## config.mk

```make
export PLATFORM = sky130hd
export DESIGN_NAME = unsigned_div_ctrl
export DESIGN_NICKNAME = d
export VERILOG_FILES = /design/src/rtl/div_pkg.sv /design/src/rtl/unsigned_div_ctrl.sv
export SDC_FILE = /design/constraint.sdc
export NUM_CORES = 1
export LEC_CHECK = 0
export CAP_MARGIN = 20
export CELL_PAD_IN_SITES_DETAIL_PLACEMENT = 1
export CELL_PAD_IN_SITES_GLOBAL_PLACEMENT = 1
export CORE_ASPECT_RATIO = 1.4
export CORE_UTILIZATION = 36
export DETAILED_ROUTE_END_ITERATION = 6
export GPL_TIMING_DRIVEN = 0
export PLACE_DENSITY = 0.95
export RECOVER_POWER = 50
export SETUP_SLACK_MARGIN = 0.2
export SYNTH_ARGS = -nofsm -noshare
export SYNTH_HDL_FRONTEND = slang
export SYNTH_SLANG_ARGS = --single-unit
export TNS_END_PERCENT = 5
```

## constraint.sdc

```tcl
create_clock -name clk -period 4.05 [get_ports clk]
set_input_delay 0.405 -clock clk [delete_from_list [all_inputs] [get_ports clk]]
set_output_delay 0.405 -clock clk [all_outputs]
set_load 0.01 [all_outputs]
```

## src/rtl/div_pkg.sv

```systemverilog
// Shared definitions for the unsigned restoring divider and its ALU.
package div_pkg;

  localparam int unsigned WIDTH = 32;
  localparam int unsigned CNT_W = 6;

  // ALU function codes
  localparam logic [5:0] FUNCT_AND = 6'b000000;
  localparam logic [5:0] FUNCT_OR  = 6'b000001;
  localparam logic [5:0] FUNCT_XOR = 6'b000010;
  localparam logic [5:0] FUNCT_ADD = 6'b001000;
  localparam logic [5:0] FUNCT_SUB = 6'b001010;
  localparam logic [5:0] FUNCT_SLT = 6'b001011;

  typedef enum logic [1:0] {
    IDLE = 2'd0,
    RUN  = 2'd1,
    FIN  = 2'd2
  } div_state_e;

endpackage

```

## src/rtl/unsigned_div_ctrl.sv

```systemverilog
// Sequential controller for a 32-bit unsigned restoring divider.
// Each RUN cycle one partial-remainder subtraction is delegated to an external
// combinational ALU; the borrow decides the quotient bit. Results are registered.
module unsigned_div_ctrl #(
  parameter int unsigned WIDTH     = div_pkg::WIDTH,
  parameter logic [5:0]  FUNCT_SUB = div_pkg::FUNCT_SUB,
  parameter int unsigned CNT_W     = div_pkg::CNT_W
) (
  input  logic             clk,
  input  logic             rst,
  input  logic             start,
  input  logic [WIDTH-1:0] dividend,
  input  logic [WIDTH-1:0] divisor,
  output logic             busy,
  output logic             done,
  output logic             div_by_zero,
  output logic [WIDTH-1:0] quotient,
  output logic [WIDTH-1:0] remainder,
  output logic [WIDTH-1:0] alu_src1,
  output logic [WIDTH-1:0] alu_src2,
  output logic [5:0]       alu_funct,
  input  logic [WIDTH-1:0] alu_result,
  input  logic             alu_carry
);

  import div_pkg::*;

  div_state_e       state_q, state_d;
  logic [WIDTH-1:0] dreg_q, dreg_d;
  logic [WIDTH-1:0] rem_hi_q, rem_hi_d;
  logic [WIDTH-1:0] rem_lo_q, rem_lo_d;
  logic [CNT_W-1:0] cnt_q, cnt_d;
  logic             zdiv_q, zdiv_d;
  logic             busy_q, busy_d;
  logic             done_q, done_d;
  logic             dbz_q, dbz_d;
  logic [WIDTH-1:0] quot_q, quot_d;
  logic [WIDTH-1:0] rem_q, rem_d;

  logic [WIDTH-1:0] shifted;
  logic             ovf;
  logic             qbit;

  // Datapath shift and ALU drive; ALU sees zeros outside RUN
  always_comb begin
    shifted   = {rem_hi_q[WIDTH-2:0], rem_lo_q[WIDTH-1]};
    ovf       = rem_hi_q[WIDTH-1];
    // When the shifted-out bit is set the true partial remainder exceeds the
    // divisor regardless of borrow, and the wrapped ALU difference is exact.
    qbit      = ovf | ~alu_carry;
    alu_src1  = '0;
    alu_src2  = '0;
    alu_funct = FUNCT_SUB;
    if (state_q == RUN) begin
      alu_src1 = shifted;
      alu_src2 = dreg_q;
    end
  end

  // Next-state and next-output computation
  always_comb begin
    state_d  = state_q;
    dreg_d   = dreg_q;
    rem_hi_d = rem_hi_q;
    rem_lo_d = rem_lo_q;
    cnt_d    = cnt_q;
    zdiv_d   = zdiv_q;
    busy_d   = busy_q;
    done_d   = 1'b0;
    dbz_d    = dbz_q;
    quot_d   = quot_q;
    rem_d    = rem_q;
    case (state_q)
      IDLE: begin
        if (start) begin
          dreg_d   = divisor;
          rem_hi_d = '0;
          rem_lo_d = dividend;
          cnt_d    = '0;
          dbz_d    = 1'b0;
          if (divisor == '0) begin
            zdiv_d  = 1'b1;
            state_d = FIN;
          end else begin
            zdiv_d  = 1'b0;
            busy_d  = 1'b1;
            state_d = RUN;
          end
        end
      end
      RUN: begin
        rem_hi_d = qbit ? alu_result : shifted;
        rem_lo_d = {rem_lo_q[WIDTH-2:0], qbit};
        cnt_d    = cnt_q + CNT_W'(1);
        if (cnt_q == CNT_W'(WIDTH - 1)) begin
          state_d = FIN;
        end
      end
      FIN: begin
        done_d  = 1'b1;
        busy_d  = 1'b0;
        state_d = IDLE;
        if (zdiv_q) begin
          quot_d = '1;
          rem_d  = rem_lo_q;
          dbz_d  = 1'b1;
        end else begin
          quot_d = rem_lo_q;
          rem_d  = rem_hi_q;
        end
      end
      default: state_d = IDLE;
    endcase
  end

  // State and registered outputs; synchronous reset wins over start
  always_ff @(posedge clk) begin
    if (rst) begin
      state_q  <= IDLE;
      dreg_q   <= '0;
      rem_hi_q <= '0;
      rem_lo_q <= '0;
      cnt_q    <= '0;
      zdiv_q   <= 1'b0;
      busy_q   <= 1'b0;
      done_q   <= 1'b0;
      dbz_q    <= 1'b0;
      quot_q   <= '0;
      rem_q    <= '0;
    end else begin
      state_q  <= state_d;
      dreg_q   <= dreg_d;
      rem_hi_q <= rem_hi_d;
      rem_lo_q <= rem_lo_d;
      cnt_q    <= cnt_d;
      zdiv_q   <= zdiv_d;
      busy_q   <= busy_d;
      done_q   <= done_d;
      dbz_q    <= dbz_d;
      quot_q   <= quot_d;
      rem_q    <= rem_d;
    end
  end

  assign busy        = busy_q;
  assign done        = done_q;
  assign div_by_zero = dbz_q;
  assign quotient    = quot_q;
  assign remainder   = rem_q;

endmodule

```

==> results.json, run 1 <==
{
  "status": "finished clean",
  "cp-end-kind": "output pin",
  "hold_viol_final": 0,
  "crit_fanout": 10,
  "insertion_delay_ns": 0.44,
  "dp_cells": 1423,
  "instances_no_fill": 1456,
  "dp_hpwl_um": 21700,
  "wl_um": 29500,
  "synth_edf_count": 0,
  "root_buffer": "clkbuf_16",
  "initial_core_util": 0.368,
  "clk_pin_slew_worst_paths_ns": 0.07,
  "wl_per_cell_um": 20.3,
  "worst_hold_path.num_cells": 2,
  "synth_compound_area_frac": 0.0936,
  "grt_max_degree": 17,
  "post-place-ws_ns": 1.46,
  "multi_input_area_mm2": 0.00368,
  "yosys_warnings": 0,
  "antenna_found_initial": 2,
  "cp.arrival_ns": 2.95,
  "syn_avg_cell_area_um2": 8.06,
  "fin_ws_ns": 0.695,
  "reg2reg_from": "state_q[0]$_SDFFE_PP0P_",
  "drive_above_1_share": 0.0734,
  "cap_violations": 0,
  "dr.pass1.iters": 5,
  "synth.distinct_cells": 38,
  "ys.flop_type": "dfxtp_1",
  "seqCellArea_mm2": 0.00344,
  "cts_tree": "built",
  "synth_mux_area_frac": 0.0889,
  "min_period_ns": 3.36,
  "drt_iter0_markers": 490,
  "die_h_um": 173,
  "gp_congestion": 0.808,
  "h-tree-depth": 4,
  "cts_made_buffers": 17,
  "path_class": "flop to output pin",
  "min_from": "dreg_q[22]$_SDFFE_PP0P_",
  "synth_top_family_by_area": "simple AND/OR/NAND/NOR gates",
  "fillers": 2471,
  "ant_nets": 0,
  "slew_headroom": 0.523,
  "grt_pass1_vias": 8615,
  "dr_total_vias": 7985,
  "syn_to_final_growth_pct": 42.5,
  "drc": 0,
  "grt_remaining_overflow": 0,
  "final.period_utilization": 0.829,
  "yosys.area_share.simple": 0.302,
  "power_leakage_nw": 4.04,
  "critPathLaunchType": "flop",
  "finalSetupViolations": 0,
  "pwr_density_cell_mw_per_mm2": 399,
  "fin_setup_tns_ns": 0,
  "grt.total_usage": 0.272,
  "synth_cells": 934,
  "yosysSeqAreaShare": 0.457,
  "peakVddDrop_uv": 263,
  "total_power_mw": 4.28,
  "core_area_mm2": 0.0205,
  "slew_viol_final": 0,
  "hp-class": "flop to flop",
  "cp.required_ns": 3.64,
  "synthArstFlopShare": 0,
  "r2r-end": "rem_lo_q[4]$_SDFFE_PP0P_",
  "skew_ns": 0.0139,
  "synth_xor_area_frac": 0,
  "rows": 62,
  "syn_area_mm2": 0.00753,
  "synth_adder_area_share": 0.00166,
  "ios": 237,
  "dieWidth_um": 124,
  "cts-resized-gates": 0,
  "viasPerCell": 5.48,
  "rsz0062_at_grt": "no",
  "clock-sinks": 172,
  "dieArea_mm2": 0.0215,
  "cts_hold_buf": 0,
  "worst_pin_slew_ns": 0.715,
  "synth-seq-cells": 172,
  "io_buffers": 229,
  "rrSetupSlack_ns": 1.55,
  "fmax_mhz": 298,
  "grt_first_pass_wirelength_um": 45800,
  "whs_endpoint": "dreg_q[22]$_SDFFE_PP0P_",
  "fin_nets": 1287,
  "clk_path_buf_depth": 2,
  "post_cts_buffers": 0,
  "r2r_cells": 7
}
registers in the layout, indices dropped and copies added (netlist names):
| signal | flops |
|---|---|
| div_by_zero | 1 |
| rem_hi_q | 32 |
| zdiv_q | 1 |
| cnt_q | 6 |
| state_q | 2 |
| rem_lo_q | 32 |
| done | 1 |
| busy | 1 |
| remainder | 32 |
| quotient | 32 |
| dreg_q | 32 |
cell families after synthesis:
logic type | count (synthesis)
other | 2
adder cells (fa/ha/maj) | 1
multiplexers | 63
buffers and inverters | 92
flip-flops | 172
AND/OR/NAND/NOR | 486
AO/OA/AOI/OAI | 118
worst max-delay path, cell delays in order (launching register included):
cell and delay [ns]:
dfxtp_1 0.31, buf_2 0.19, nor2b_1 0.23, clkbuf_1 0.56, clkbuf_1 0.45, and2_1 0.22, clkdlybuf4s50_1 0.54
layer usage:
layer / global-route usage / part of all wire
met5: 0 / 0.00044
met4: 0.202 / 0.063
met3: 0.0526 / 0.058
met2: 0.479 / 0.51
met1: 0.284 / 0.36
cells in the mapped netlist, drive strengths merged, types with 2 or more instances:
cell type  number  area share
a211oi         33       0.033
dfxtp         172        0.46
inv             3      0.0015
clkbuf         51       0.025
nand2         103       0.052
nor4           39       0.036
o31ai           3      0.0030
a21oi          73       0.049
nor2          168       0.084
mux2i          32       0.043
and2           63       0.052
a22oi           2      0.0020
buf            38       0.028
nand2b          3      0.0025
nand4           2      0.0017
nor2b           3      0.0025
conb            2      0.0010
nand3          35       0.023
nor3           65       0.043
mux2           31       0.046
cell type report:
cell class | instances | area share
clock buffers | 19 | 0.0404
well taps | 256 | 0.0299
repair buffers | 229 | 0.214
multi-input cells | 674 | 0.343
diodes | 1 | 0.000233
flip-flops and latches | 172 | 0.321
inverters | 3 | 0.00105
clock inverters | 13 | 0.0142
plain buffers | 89 | 0.0369
where the power goes:
| part | leakage (nW) | switching, mW | internal, mW |
|---|---|---|---|
| Combinational | 2.36 | 0.406 | 0.307 |
| Clock | 0.276 | 0.750 | 0.923 |
| Sequential | 1.40 | 0.0983 | 1.80 |
cells in the final DEF (no fill, tap or decap), drive strengths merged, types with 32 or more instances in the layout:
cell | netlist | layout
a211oi | 33 | 33
a21oi | 73 | 73
and2 | 63 | 63
clkbuf | 51 | 77
clkdlybuf4s50 | 0 | 160
dfxtp | 172 | 172
dlygate4sd3 | 0 | 69
mux2i | 32 | 32
nand2 | 103 | 103
nand3 | 35 | 35
nor2 | 168 | 168
nor3 | 65 | 65
nor4 | 39 | 39
worst max-delay path by stage:
stage | startpoint | endpoint | slack [ns] | cells past startpoint
2_1_floorplan | state_q[0]$_SDFFE_PP0P_ | alu_src1[21] | 2.38 | 5
3_3_place_gp | state_q[0]$_SDFFE_PP0P_ | alu_src1[22] | 1.50 | 6
3_5_place_dp | state_q[0]$_SDFFE_PP0P_ | alu_src1[22] | 1.46 | 6
4_1_cts | state_q[0]$_SDFFE_PP0P_ | alu_src1[22] | 0.93 | 6
5_1_grt | state_q[0]$_SDFFE_PP0P_ | alu_src1[20] | 0.59 | 6
6_report | state_q[0]$_SDFFE_PP0P_ | alu_src1[20] | 0.69 | 6
through the flow:
step	hold WS, ns	utilization	area [µm²]
after floorplan	0.432	-	7540
after global placement	0.438	0.496	10200
after detailed placement	0.445	0.496	10200
after CTS	0.453	0.524	10700
after global routing	0.476	0.524	10700
final	0.450	0.524	10700
Power figures use the tool's default switching activity.
==> run 2: changes to the inputs <==
Settings changed: CORE_UTILIZATION 36 to 34, PLACE_DENSITY 0.95 to 0.92.
Clock period 4.05 ns to 3.3 ns, I/O delays scaled along.
==> results.json, run 2 (synthesis gave the netlist of run 1 again) <==
{
  "status": "finished clean",
  "gp_congestion": 0.825,
  "dieWidth_um": 128,
  "crit_fanout": 10,
  "io_buffers": 229,
  "grt_max_degree": 17,
  "cts_hold_buf": 0,
  "clock-sinks": 172,
  "skew_ns": 0.00933,
  "grt_pass1_vias": 8458,
  "drt_iter0_markers": 331,
  "critPathLaunchType": "flop",
  "fmax_mhz": 331,
  "power_leakage_nw": 4.07,
  "fin_nets": 1287,
  "path_class": "flop to output pin",
  "cp.arrival_ns": 2.69,
  "min_from": "rst",
  "dr.pass1.iters": 5,
  "dp_hpwl_um": 21800,
  "wl_um": 29400,
  "rows": 64,
  "root_buffer": "clkbuf_16",
  "core_area_mm2": 0.0218,
  "clk_pin_slew_worst_paths_ns": 0.07,
  "slew_viol_final": 0,
  "drive_above_1_share": 0.0751,
  "utilization": 0.497,
  "worst_pin_slew_ns": 0.723,
  "viasPerCell": 5.24,
  "total_power_mw": 5.39,
  "hp-class": "primary input to flop",
  "pwr_density_cell_mw_per_mm2": 498,
  "clk_path_buf_depth": 2,
  "ios": 237,
  "cts_made_buffers": 17,
  "post_cts_buffers": 0,
  "layout_common_cells": "dfxtp_1 (172), nor2_1 (168), clkdlybuf4s50_1 (161)",
  "fin_setup_tns_ns": 0,
  "initial_core_util": 0.346,
  "peakVddDrop_uv": 383,
  "min_period_ns": 3.02,
  "dr_total_vias": 7847,
  "syn_to_final_growth_pct": 43.7,
  "grt_first_pass_wirelength_um": 45200,
  "wl_per_cell_um": 19.6,
  "finalSetupViolations": 0,
  "final.period_utilization": 0.914,
  "grt.total_usage": 0.261,
  "cp.required_ns": 2.97,
  "die_h_um": 178,
  "crit_start": "state_q[1]$_SDFFE_PP0P_",
  "rsz0062_at_grt": "no",
  "ant_nets": 0,
  "grt_remaining_overflow": 0,
  "h-tree-depth": 4,
  "cp-end-kind": "output pin",
  "hold_viol_final": 0,
  "final_common_cell": "dfxtp_1",
  "drc": 0,
  "cts_tree": "built",
  "insertion_delay_ns": 0.44,
  "dieArea_mm2": 0.0227,
  "slew_headroom": 0.518,
  "cap_violations": 0,
  "reg2reg_from": "state_q[0]$_SDFFE_PP0P_",
  "antenna_found_initial": 1
}
==> run 2: changes by cell type in the layout (fill, tap and decap cells not counted), sizes merged <==
cell           before  now
clkinv              2    3
dlygate4sd3        69   68
clkdlybuf4s50     160  161
buf                31   30
clkbuf             77   78
clkinvlp            3    1
bufinv              2    3
==> run 2: routing by layer <==
layer	up-vias	global-route usage	routed length (µm)
met1	3813	0.274	11100
met5	-	0	10
li1	3669	-	-
met2	275	0.482	15400
met4	2	0.157	1480
met3	88	0.0474	1400
==> run 2: layout make-up <==
type	count	area, µm²
diodes	1	2.50
plain buffers	89	388
clock buffers	19	453
clock inverters	13	178
fillers	2628	11000
inverters	3	11.3
multi-input cells	674	3680
flip-flops and latches	172	3440
well taps	297	372
repair buffers	229	2290
==> run 2: report_power, final <==
part | switching, mW | total (mW) | internal, mW
combinational | 0.492 | 0.868 | 0.376
sequential | 0.119 | 2.33 | 2.21
clock | 0.935 | 2.19 | 1.25
total | 1.55 | 5.39 | 3.84
==> run 2: final timing paths <==
check | cells after the start | slack, ns | endpoint
min | 2 | 0.33 | zdiv_q$_SDFFE_PP0P_
max | 7 | 0.28 | alu_src1[31]
max reg2reg | 7 | 0.90 | rem_lo_q[6]$_SDFFE_PP0P_
min reg2reg | 2 | 0.45 | dreg_q[10]$_SDFFE_PP0P_
==> run 2: worst max-delay path, stage by stage (launching register included) <==
cell and delay, ns:
dfxtp_1 0.33, buf_6 0.13, nand2b_1 0.10, clkbuf_1 0.30, clkbuf_1 0.47, buf_2 0.33, nor2_1 0.10, clkdlybuf4s50_1 0.49
==> run 2: repair_timing <==
action | CTS | global route
endpoints found under the hold margin | 0 | 0
setup endpoints to repair | 0 | 2
gates resized for setup | 0 | 2
==> run 2: metrics by stage <==
| step | instance area (µm²) | worst slack, ns | instances | hold slack (ns) |
|---|---|---|---|---|
| 4_1_cts | 10800 | 0.256 | 1496 | 0.351 |
| 3_5_place_dp | 10200 | 0.761 | 1464 | 0.445 |
| 6_report | 10800 | 0.283 | 1497 | 0.329 |
| 2_1_floorplan | 7540 | 1.71 | 938 | 0.432 |
| 5_1_grt | 10800 | 0.152 | 1496 | 0.367 |
| 3_3_place_gp | 10200 | 0.823 | 1464 | 0.438 |
